<file path="config.mk">
export PLATFORM = sky130hd
export DESIGN_NAME = des_round_iter
export DESIGN_NICKNAME = d
export VERILOG_FILES = /design/src/rtl/des_pkg.sv /design/src/rtl/des_feistel.sv /design/src/rtl/des_round_iter.sv
export SDC_FILE = /design/constraint.sdc
export NUM_CORES = 1
export LEC_CHECK = 0
export BUFFER_PORTS_ARGS = -buffer_cell sky130_fd_sc_hd__buf_2
export CAP_MARGIN = 20
export CORE_MARGIN = 2
export CORE_UTILIZATION = 30
export DETAILED_ROUTE_END_ITERATION = 10
export HOLD_SLACK_MARGIN = 0.05
export PLACE_DENSITY = 0.55
export SYNTH_ARGS = -nofsm -noshare
export SYNTH_HDL_FRONTEND = slang
export SYNTH_SLANG_ARGS = --single-unit
</file>
<file path="constraint.sdc">
create_clock -name clk -period 6.3 [get_ports clk]
set_input_delay 1.26 -clock clk [delete_from_list [all_inputs] [get_ports clk]]
set_output_delay 1.26 -clock clk [all_outputs]
set_load 0.02 [all_outputs]
</file>
<file path="src/rtl/des_pkg.sv">
// Shared DES widths, the round-engine state encoding and the DES round function f(R, K):
// expansion E, key mixing, S-box substitution and P permutation.
package des_pkg;

    localparam int DES_BLK_W    = 64;
    localparam int DES_HALF_W   = 32;
    localparam int DES_SUBKEY_W = 48;
    localparam int DES_ROUNDS   = 16;

    typedef enum logic [1:0] {
        IDLE = 2'd0,
        RUN  = 2'd1,
        DONE = 2'd2
    } des_state_e;

    // Bit positions are numbered 1..32 from the MSB, as in the DES tables.
    localparam int E_TAB [48] = '{
        32,  1,  2,  3,  4,  5,  4,  5,  6,  7,  8,  9,
         8,  9, 10, 11, 12, 13, 12, 13, 14, 15, 16, 17,
        16, 17, 18, 19, 20, 21, 20, 21, 22, 23, 24, 25,
        24, 25, 26, 27, 28, 29, 28, 29, 30, 31, 32,  1
    };

    localparam int P_TAB [32] = '{
        16,  7, 20, 21, 29, 12, 28, 17,  1, 15, 23, 26,  5, 18, 31, 10,
         2,  8, 24, 14, 32, 27,  3,  9, 19, 13, 30,  6, 22, 11,  4, 25
    };

    // Entry 4*box+row holds one S-box row; column c is the nibble at [63-4c -: 4].
    localparam logic [63:0] SBOX [32] = '{
        64'hE4D12FB83A6C5907, 64'h0F74E2D1A6CB9538, 64'h41E8D62BFC973A50, 64'hFC8249175B3EA06D,
        64'hF18E6B34972DC05A, 64'h3D47F28EC01A69B5, 64'h0E7BA4D158C6932F, 64'hD8A13F42B67C05E9,
        64'hA09E63F51DC7B428, 64'hD70934A6285ECBF1, 64'hD6498F30B12C5AE7, 64'h1AD069874FE3B52C,
        64'h7DE3069A1285BC4F, 64'hD8B56F03472C1AE9, 64'hA690CB7DF13E5284, 64'h3F06A1D8945BC72E,
        64'h2C417AB6853FD0E9, 64'hEB2C47D150FA3986, 64'h421BAD78F9C5630E, 64'hB8C71E2D6F09A453,
        64'hC1AF92680D34E75B, 64'hAF427C9561DE0B38, 64'h9EF528C3704A1DB6, 64'h432C95FABE17608D,
        64'h4B2EF08D3C975A61, 64'hD0B7491AE35C2F86, 64'h14BDC37EAF680592, 64'h6BD814A7950FE23C,
        64'hD2846FB1A93E50C7, 64'h1FD8A374C56B0E92, 64'h7B419CE206ADF358, 64'h21E74A8DFC90356B
    };

    function automatic logic [DES_HALF_W-1:0] des_f(input logic [DES_HALF_W-1:0] r,
                                                     input logic [DES_SUBKEY_W-1:0] k);
        logic [DES_SUBKEY_W-1:0] x;
        logic [DES_HALF_W-1:0]   s_out;
        logic [DES_HALF_W-1:0]   p_out;
        logic [5:0]              six;
        logic [63:0]             row_w;
        x     = '0;
        s_out = '0;
        p_out = '0;
        for (int i = 0; i < 48; i++) begin
            x[47-i] = r[32-E_TAB[i]];
        end
        x = x ^ k;
        for (int s = 0; s < 8; s++) begin
            six   = x[47-6*s -: 6];
            row_w = SBOX[4*s + int'({six[5], six[0]})];
            s_out[31-4*s -: 4] = row_w[63-4*int'(six[4:1]) -: 4];
        end
        for (int i = 0; i < 32; i++) begin
            p_out[31-i] = s_out[32-P_TAB[i]];
        end
        return p_out;
    endfunction

endpackage

</file>
<file path="src/rtl/des_feistel.sv">
// DES round function with a configurable latency: the result for (r, k) is valid LAT-1
// cycles after they are applied, so a register sampling it lands LAT clock edges later.
module des_feistel
    import des_pkg::*;
#(
    parameter int LAT = 1
) (
    input  logic                    clk,
    input  logic [DES_HALF_W-1:0]   r,
    input  logic [DES_SUBKEY_W-1:0] k,
    output logic [DES_HALF_W-1:0]   result
);

    logic [DES_HALF_W-1:0] f_p0;

    assign f_p0 = des_f(r, k);

    if (LAT == 1) begin : g_comb
        logic unused_clk;
        assign unused_clk = clk;
        assign result     = f_p0;
    end else begin : g_pipe
        logic [DES_HALF_W-1:0] f_p [LAT-1];

        // Stage boundary: f_p[i] holds the f result computed i+1 cycles ago.
        always_ff @(posedge clk) begin
            f_p[0] <= f_p0;
            for (int i = 1; i < LAT-1; i++) begin
                f_p[i] <= f_p[i-1];
            end
        end

        assign result = f_p[LAT-2];
    end

endmodule

</file>
<file path="src/rtl/des_round_iter.sv">
// Iterative DES Feistel round engine: runs ROUNDS rounds on one post-IP block through a
// single shared des_feistel, requesting subkeys by index in encrypt or decrypt order.
module des_round_iter
    import des_pkg::*;
#(
    parameter int ROUNDS     = DES_ROUNDS,
    parameter int F_LAT      = 1,
    parameter bit FINAL_SWAP = 1'b1,
    parameter int IDX_W      = 4
) (
    input  logic                    clk,
    input  logic                    rst_n,
    input  logic                    in_valid,
    output logic                    in_ready,
    input  logic [DES_BLK_W-1:0]    in_data,
    input  logic                    in_decrypt,
    input  logic                    flush,
    output logic [IDX_W-1:0]        key_idx,
    input  logic [DES_SUBKEY_W-1:0] subkey,
    output logic                    out_valid,
    input  logic                    out_ready,
    output logic [DES_BLK_W-1:0]    out_data,
    output logic                    busy
);

    localparam int               FW      = (F_LAT > 1) ? $clog2(F_LAT) : 1;
    localparam logic [FW-1:0]    F_LAST  = FW'(F_LAT - 1);
    localparam logic [FW-1:0]    F_ONE   = FW'(1);
    localparam logic [IDX_W-1:0] R_LAST  = IDX_W'(ROUNDS - 1);
    localparam logic [IDX_W-1:0] IDX_ONE = IDX_W'(1);

    des_state_e             state_q, state_d;
    logic [DES_HALF_W-1:0]  l_q, l_d, r_q, r_d, new_r, f_out;
    logic                   mode_q, mode_d;
    logic [IDX_W-1:0]       rnd_q, rnd_d, key_q, key_d;
    logic [FW-1:0]          fcnt_q, fcnt_d;
    logic                   in_ready_q, in_ready_d;
    logic                   out_valid_q, out_valid_d;
    logic [DES_BLK_W-1:0]   out_data_q, out_data_d;
    logic                   busy_q, busy_d;

    des_feistel #(
        .LAT    (F_LAT)
    ) u_feistel (
        .clk    (clk),
        .r      (r_q),
        .k      (subkey),
        .result (f_out)
    );

    assign new_r = l_q ^ f_out;

    always_comb begin
        state_d     = state_q;
        l_d         = l_q;
        r_d         = r_q;
        mode_d      = mode_q;
        rnd_d       = rnd_q;
        fcnt_d      = fcnt_q;
        key_d       = key_q;
        in_ready_d  = in_ready_q;
        out_valid_d = out_valid_q;
        out_data_d  = out_data_q;
        unique case (state_q)
            IDLE: begin
                in_ready_d = 1'b1;
                if (in_valid && in_ready_q && !flush) begin
                    l_d        = in_data[DES_BLK_W-1:DES_HALF_W];
                    r_d        = in_data[DES_HALF_W-1:0];
                    mode_d     = in_decrypt;
                    rnd_d      = '0;
                    fcnt_d     = '0;
                    key_d      = in_decrypt ? R_LAST : '0;
                    in_ready_d = 1'b0;
                    state_d    = RUN;
                end
            end
            RUN: begin
                if (flush) begin
                    state_d     = IDLE;
                    in_ready_d  = 1'b1;
                    out_valid_d = 1'b0;
                end else if (fcnt_q == F_LAST) begin
                    l_d    = r_q;
                    r_d    = new_r;
                    fcnt_d = '0;
                    if (rnd_q == R_LAST) begin
                        // key_idx is left on the last round's index so it never leaves range.
                        rnd_d       = '0;
                        out_valid_d = 1'b1;
                        out_data_d  = FINAL_SWAP ? {new_r, r_q} : {r_q, new_r};
                        state_d     = DONE;
                    end else begin
                        rnd_d = rnd_q + IDX_ONE;
                        key_d = mode_q ? (key_q - IDX_ONE) : (key_q + IDX_ONE);
                    end
                end else begin
                    fcnt_d = fcnt_q + F_ONE;
                end
            end
            DONE: begin
                if (flush || out_ready) begin
                    state_d     = IDLE;
                    out_valid_d = 1'b0;
                    in_ready_d  = 1'b1;
                end
            end
            default: state_d = IDLE;
        endcase
        busy_d = (state_d != IDLE);
    end

    // Stage boundary: all engine state and outputs are registered here.
    always_ff @(posedge clk or negedge rst_n) begin
        if (!rst_n) begin
            state_q     <= IDLE;
            l_q         <= '0;
            r_q         <= '0;
            mode_q      <= 1'b0;
            rnd_q       <= '0;
            fcnt_q      <= '0;
            key_q       <= '0;
            in_ready_q  <= 1'b0;
            out_valid_q <= 1'b0;
            out_data_q  <= '0;
            busy_q      <= 1'b0;
        end else begin
            state_q     <= state_d;
            l_q         <= l_d;
            r_q         <= r_d;
            mode_q      <= mode_d;
            rnd_q       <= rnd_d;
            fcnt_q      <= fcnt_d;
            key_q       <= key_d;
            in_ready_q  <= in_ready_d;
            out_valid_q <= out_valid_d;
            out_data_q  <= out_data_d;
            busy_q      <= busy_d;
        end
    end

    assign in_ready  = in_ready_q;
    assign out_valid = out_valid_q;
    assign out_data  = out_data_q;
    assign key_idx   = key_q;
    assign busy      = busy_q;

endmodule

</file>
Word level (Yosys, flattened, before mapping)
Memory sizes are Yosys's and may differ from the RTL's.
Index checks and enable logic that the tools add are counted.

storage, ports and cells
  output and inout port bits = 71
  memories kept = 8
  register bits after elaboration = 143
  ROM bits = 16384
  input port bits = 118
  logic and storage cells = 148

operators by class
  equality and inequality tests = 11
  shift operators = 8
  bitwise gates (word level) = 12
  add/sub/neg operators = 19
  magnitude comparators = 8
  muxes and demuxes = 55
  reduce and logical (&&, ||, !) cells = 16

memory list
  memory           depth  width  read ports  clocked after Yosys merged registers in  wr ports  RTL line       source
  (no name shown)  32     64     1           0                                        0         des_pkg.sv:57  row_w = SBOX[4*s + int'({six[5], six[0]})];
  (no name shown)  32     64     1           0                                        0         des_pkg.sv:57
  (no name shown)  32     64     1           0                                        0         des_pkg.sv:57
  (no name shown)  32     64     1           0                                        0         des_pkg.sv:57
  (no name shown)  32     64     1           0                                        0         des_pkg.sv:57
  (no name shown)  32     64     1           0                                        0         des_pkg.sv:57
  +2 memories      n/a    n/a    n/a         n/a                                      n/a       n/a

operator list
  operator                                               number
  two-way mux 64 bit                                     16
  variable part select 67 x 32 -> 4 bit                  8
  >= comparator 32 x 6 -> 1 bit (second input constant)  8
  inverter 32 bit                                        7
  two-way mux 32 bit                                     6
  case mux 32 bit (2 select lines)                       2
  subtractor 6 x 6 -> 7 bit (first input constant)       8
  XOR 48 bit                                             1
  two-way mux 4 bit                                      10
  inverter 2 -> 32 bit                                   1
  XOR 32 bit                                             1
  adder 5 x 2 -> 6 bit (first input constant)            4
  case mux 4 bit (2 select lines)                        2
  != test 2 bit (second input constant)                  6
  AND reduction 4 bit                                    3
  adder 4 x 2 -> 5 bit (first input constant)            2
  two-way mux 1 bit                                      10
  two-way mux 2 bit                                      5
  adder 4 x 1 -> 4 bit (second input constant)           2
  != test 3 bit (second input constant)                  2
  case mux 2 bit (3 select lines)                        1
  AND reduction 3 bit                                    2
  nonzero test 2 bit                                     3
  AND reduction 5 bit                                    1
  other kinds (15)                                       18

Logic depth before layout (Yosys ltp)
  word-level depth = 11
  gate-level depth with buffers = 12

Cells and area by module
A second synthesis with hierarchy kept.

second synthesis, totals
  cell total of the unflattened synthesis = 1316
  area, all modules = 11567.3 um^2

modules (own cells, without submodules)
  module          area each (um^2)  sequential area each (um^2)  cells each  instances
  des_round_iter  6393.6            3553.4                       608         1
  des_feistel     5173.7            0.0                          708         1

Least setup slack after synthesis
Ideal clock, no wire load.

  path kind = in2reg
  start point = input subkey[30]
  end point = register r_q[2]
  required time = 6171 ps
  buffers on the path = 1
  arrival time = 3543 ps
  setup slack = 2628 ps
  library setup time = 129 ps
  cell stages on the path = 9
  cells stage by stage = xor2_1 > ha_1 > clkbuf_1 > mux4_2 > mux4_2 > xnor2_1 > nor2_1 > a21oi_1 > o21ai_1

between the ends
  longest elaborated chain between the ends = 11

RTL lines
  element                                                 RTL line               source
  start, declared                                         des_round_iter.sv:19   input logic [DES_SUBKEY_W-1:0] subkey,
  XOR 48 bit                                              des_pkg.sv:54          x = x ^ k;
  adder 4 x 2 -> 5 bit                                    des_pkg.sv:57
  inverter 32 bit (not written as such)                   des_pkg.sv:57
  memory read (32 x 64 bit)                               n/a
  two-way mux 64 bit (not written as such) (2 in series)  des_pkg.sv:57
  variable part select 67 x 32 -> 4 bit                   des_pkg.sv:58          s_out[31-4*s -: 4] = row_w[63-4*int'(six[4:1]) -: 4];
  XOR 32 bit                                              des_round_iter.sv:51   assign new_r = l_q ^ f_out;
  two-way mux 32 bit                                      des_round_iter.sv:83   end else if (fcnt_q == F_LAST) begin
  two-way mux 32 bit                                      des_round_iter.sv:79   if (flush) begin
  case mux 32 bit (2 select lines)                        des_round_iter.sv:64   unique case (state_q)
  end signal, assigned                                    des_round_iter.sv:130  r_q <= r_d;
  end, declared                                           des_round_iter.sv:33   logic [DES_HALF_W-1:0] l_q, l_d, r_q, r_d, new_r, f_out;

No other way between the ends. The select of a mux whose other input is x is not followed.
A chain may end at the register's enable or synchronous reset.

Worst setup path after layout
  start point = input subkey[42]
  end point = register r_q[15]

between the ends
  longest elaborated chain between the ends = 10

RTL lines
  element                                                 RTL line
  XOR 48 bit                                              des_pkg.sv:54
  inverter 2 -> 32 bit (not written as such)              des_pkg.sv:57
  memory read (32 x 64 bit)                               n/a
  two-way mux 64 bit (not written as such) (2 in series)  des_pkg.sv:57
  variable part select 67 x 32 -> 4 bit                   des_pkg.sv:58
  XOR 32 bit                                              des_round_iter.sv:51
  two-way mux 32 bit                                      des_round_iter.sv:83
  two-way mux 32 bit                                      des_round_iter.sv:79
  case mux 32 bit (2 select lines)                        des_round_iter.sv:64

No other way between the ends. The select of a mux whose other input is x is not followed.

==> summary by stage <==
Logic synthesis
The fraction of synthesized cell area taken by the top area cell type is 0.302. The number of enable flip-flop cells after synthesis is 0. The count of yosys warnings during synthesis is 0.

Counting instances in the post-synthesis netlist gives the leading cell types as sky130_fd_sc_hd__nand2_1, sky130_fd_sc_hd__dfrtp_1, sky130_fd_sc_hd__o21ai_0, sky130_fd_sc_hd__nor2_1. The largest total area in the synthesized netlist belongs to sky130_fd_sc_hd__dfrtp_1. The share of synthesized registers carrying an async set or reset is 1.00. The sequential-to-total area share from yosys stat is 0.302.

By instance count, the leading cell after synthesis is sky130_fd_sc_hd__nand2_1. Sorting the synthesized cells by area gives the leading types as sky130_fd_sc_hd__dfrtp_1, sky130_fd_sc_hd__nand2_1, sky130_fd_sc_hd__ha_1. Counting every net in the synthesized netlist gives 1593. Synthesis produced 1411 cells. In the synthesized netlist the dominant register cell turns out to be sky130_fd_sc_hd__dfrtp_1. After synthesis the cells add up to 0.0118 mm^2. The netlist uses 73 different library cells. The post-synthesis register bit count is 142. Dividing the synthesized area by the synthesized cell count gives 8.33 um^2.

Floorplan
The number of placement rows is 72. The number of top-level design ports is 189. The initial utilization of the core area, before any placement, comes to 0.304. The die area is 0.0408 mm^2.

The core area is 0.0386 mm^2. The horizontal die dimension is 202 um. The die height is 202 um.

Power
IR analysis of the VDD net gives a maximum drop of 0.227 mV. The ratio of total power to cell area is 578 mW/mm^2. The leakage component of the power is 6.34 nW.

CTS
The TritonCTS clock tree is yes. The number of clock sinks seen by CTS is 142. The clock latency on the worst-skew pair is 0.46 ns.

Clock tree synthesis selected as its root buffer the cell sky130_fd_sc_hd__clkbuf_16. Once the clock tree was built, the setup fixing pass inserted 0 buffers. The number of gates resized after CTS was 0. Clock-pin slew was measured on the worst setup and hold paths at 0.07 ns. The clock passes through at most 2 buffers.

The number of buffers inserted during clock tree synthesis is 17. For this design, the CTS-stage hold fixing added 0 buffers. The number of H-tree branching levels is 4.

Placement
The post-detailed-placement half-perimeter wirelength is 27900 um. The final RePlAce weighted congestion is 0.888. The total instance count after detailed placement is 2038. The total placed instance area is 0.0131 mm^2.

The minimum setup slack after placement is 2.05 ns. Input and output buffers added on the ports amount to 188.

Finish
The final instance count without filler cells is 2073. Summing all non-filler instances in the final layout gives an area of 0.0137 mm^2. From synthesis to final layout, the design area changed by 16.8%.

At the end of the flow, the number of nets in the layout was 1724. The antenna diode instance count is 0. The share of cells above drive strength 1 is 0.187.

STA
The hold slack is 0.469 ns. The setup clock skew after layout is 0.0104 ns. Setup repair after global routing left no endpoint under its margin. For the pin with the worst max-slew slack, the measured transition is 1.13 ns. The setup-violating endpoint count in the final report is 0. The final worst-path setup slack is 2.49 ns. The final hold violation count is 0. The final worst-path cycle share is 0.604. Based on the critical path, the design can be clocked at up to 0.263 GHz. Counting I/O delays and the setup requirement, the final critical path takes 3.81 ns. The total count of max-transition violations in the final report is 0. The sum of negative setup slack is 0 ns. Headroom to the max-slew limit came out at 0.239.

Critical path
The category of the worst setup path launch point is an input pin. For the worst setup path, the data required time is 6.68 ns. The critical path endpoint category is a flop. The arrival time reported for the critical path endpoint is 4.19 ns. The worst setup path category is in2reg. In this run the worst path has a maximum fanout of 9.

Route
For this run, the detailed router's first-pass iteration total came to 6. The number of routed nets with antenna violations is 0. Using the TritonRoute via totals, the vias-per-cell ratio works out to 5.25. The post-detailed-routing wire length is 38800 um. The detail-routed net length per standard cell is 18.7 um. The post-detailed-route DRC marker count is 0. The violation count after the first detailed-route iteration is 606. Across all layers, the routed design uses 10900 vias.

Global routing
The final global-route overflow total is 0. The pin count of the biggest net entering global routing is 65. The initial antenna violation count was 3. The global-route usage over all layers is 0.191.

The first global-routing pass estimated 60500 um of wire. The number of global-route vias before repair was 10600.

Worst hold path
The worst hold path belongs to the class reg2reg.

Run status
The flow ran to the end, and the final reports show no timing, DRC or antenna violations.

Job
The max-cap check violation count is 0.
==> kinds of logic (layout without fill, tap and decap cells) <==
group,Yosys count,in the layout,synth area share
buffers and inverters,126,270,0.0465
and+or+nand+nor,496,496,0.175
adders and majority gates,64,64,0.0687
DFF,142,142,0.302
xor gates and xnor gates,127,127,0.113
muxes,86,86,0.0930
AOI/OAI and AO/OA,370,370,0.202
==> area by class of cell <==
class / instances / area (um^2)
clock inverter: 13 / 164
tap: 518 / 648
sequential: 142 / 3550
fill: 4030 / 24900
timing repair buffer: 207 / 1110
clock buffer: 19 / 453
multi-input combinational: 1143 / 7690
inverter: 31 / 116
==> flip-flops by register name (all words and copies together), names as in the netlist <==
signal / count
key_idx: 4
out_data: 64
busy: 1
l_q: 32
in_ready: 1
rnd_q: 4
r_q: 32
mode_q: 1
out_valid: 1
state_q: 2
==> routing by layer <==
metal  wire length, um  up-vias  global-route usage
met1             17400     5232               0.251
met5                27        -                   0
met3              2480       51              0.0506
met4              1100        4              0.0654
met2             17800      339               0.301
li1                  -     5250                   -
==> metrics by stage <==
step                power [mW]  utilization
finish                    7.94        0.355
global route              8.66        0.355
CTS                       7.97        0.354
detailed placement        6.81        0.338
global placement          6.76        0.338
floorplan                 5.51            -
==> where the power goes <==
group          switching, mW  internal [mW]
Combinational           3.19           2.11
Sequential             0.374           1.16
Clock                  0.458          0.644
==> critical path: stages <==
cell                       delay (ns)
sky130_fd_sc_hd__buf_2           0.10
sky130_fd_sc_hd__xnor2_1         0.64
sky130_fd_sc_hd__inv_1           0.36
sky130_fd_sc_hd__ha_1            0.31
sky130_fd_sc_hd__mux4_2          0.44
sky130_fd_sc_hd__nand2b_1        0.16
sky130_fd_sc_hd__o31a_1          0.15
sky130_fd_sc_hd__a21oi_1         0.35
sky130_fd_sc_hd__xnor2_1         0.19
sky130_fd_sc_hd__nand2_1         0.08
sky130_fd_sc_hd__a21oi_1         0.15
==> final timing paths <==
| check | startpoint | end | slack (ns) | depth (start not counted) |
|---|---|---|---|---|
| max | subkey[42] | r_q[15]$_DFFE_PN0P_ | 2.49 | 11 |
| min | out_data[48]$_DFFE_PN0P_ | out_data[48]$_DFFE_PN0P_ | 0.47 | 2 |
| max reg2reg | r_q[0]$_DFFE_PN0P_ | r_q[15]$_DFFE_PN0P_ | 2.83 | 10 |
| min reg2reg | out_data[48]$_DFFE_PN0P_ | out_data[48]$_DFFE_PN0P_ | 0.47 | 2 |
| max in group asynchronous | rst_n | r_q[6]$_DFFE_PN0P_ | 4.41 | 2 |
| min in group asynchronous | rst_n | out_data[28]$_DFFE_PN0P_ | 0.67 | 1 |
==> layout by cell type, fill, tap and decap left out, drive strengths merged, types with 4 or more instances in the layout <==
cell	count
inv	30
nor2	87
xor2	55
o21ai	125
clkinv	6
mux4	18
nor3b	5
mux2i	65
a2111oi	9
a31oi	16
xnor2	71
o311ai	9
o211ai	33
clkinvlp	5
and3	8
dfrtp	142
a211oi	36
buf	207
nand4	6
o22ai	8
a311oi	7
a21oi	65
a21o	15
nor3	33
and2	4
nand2b	6
nand2	302
a31o	4
clkbuf	19
o31ai	5
nand3	34
ha	63
o221ai	5
a311o	5
No activity file was read; power rests on OpenSTA's default activity.
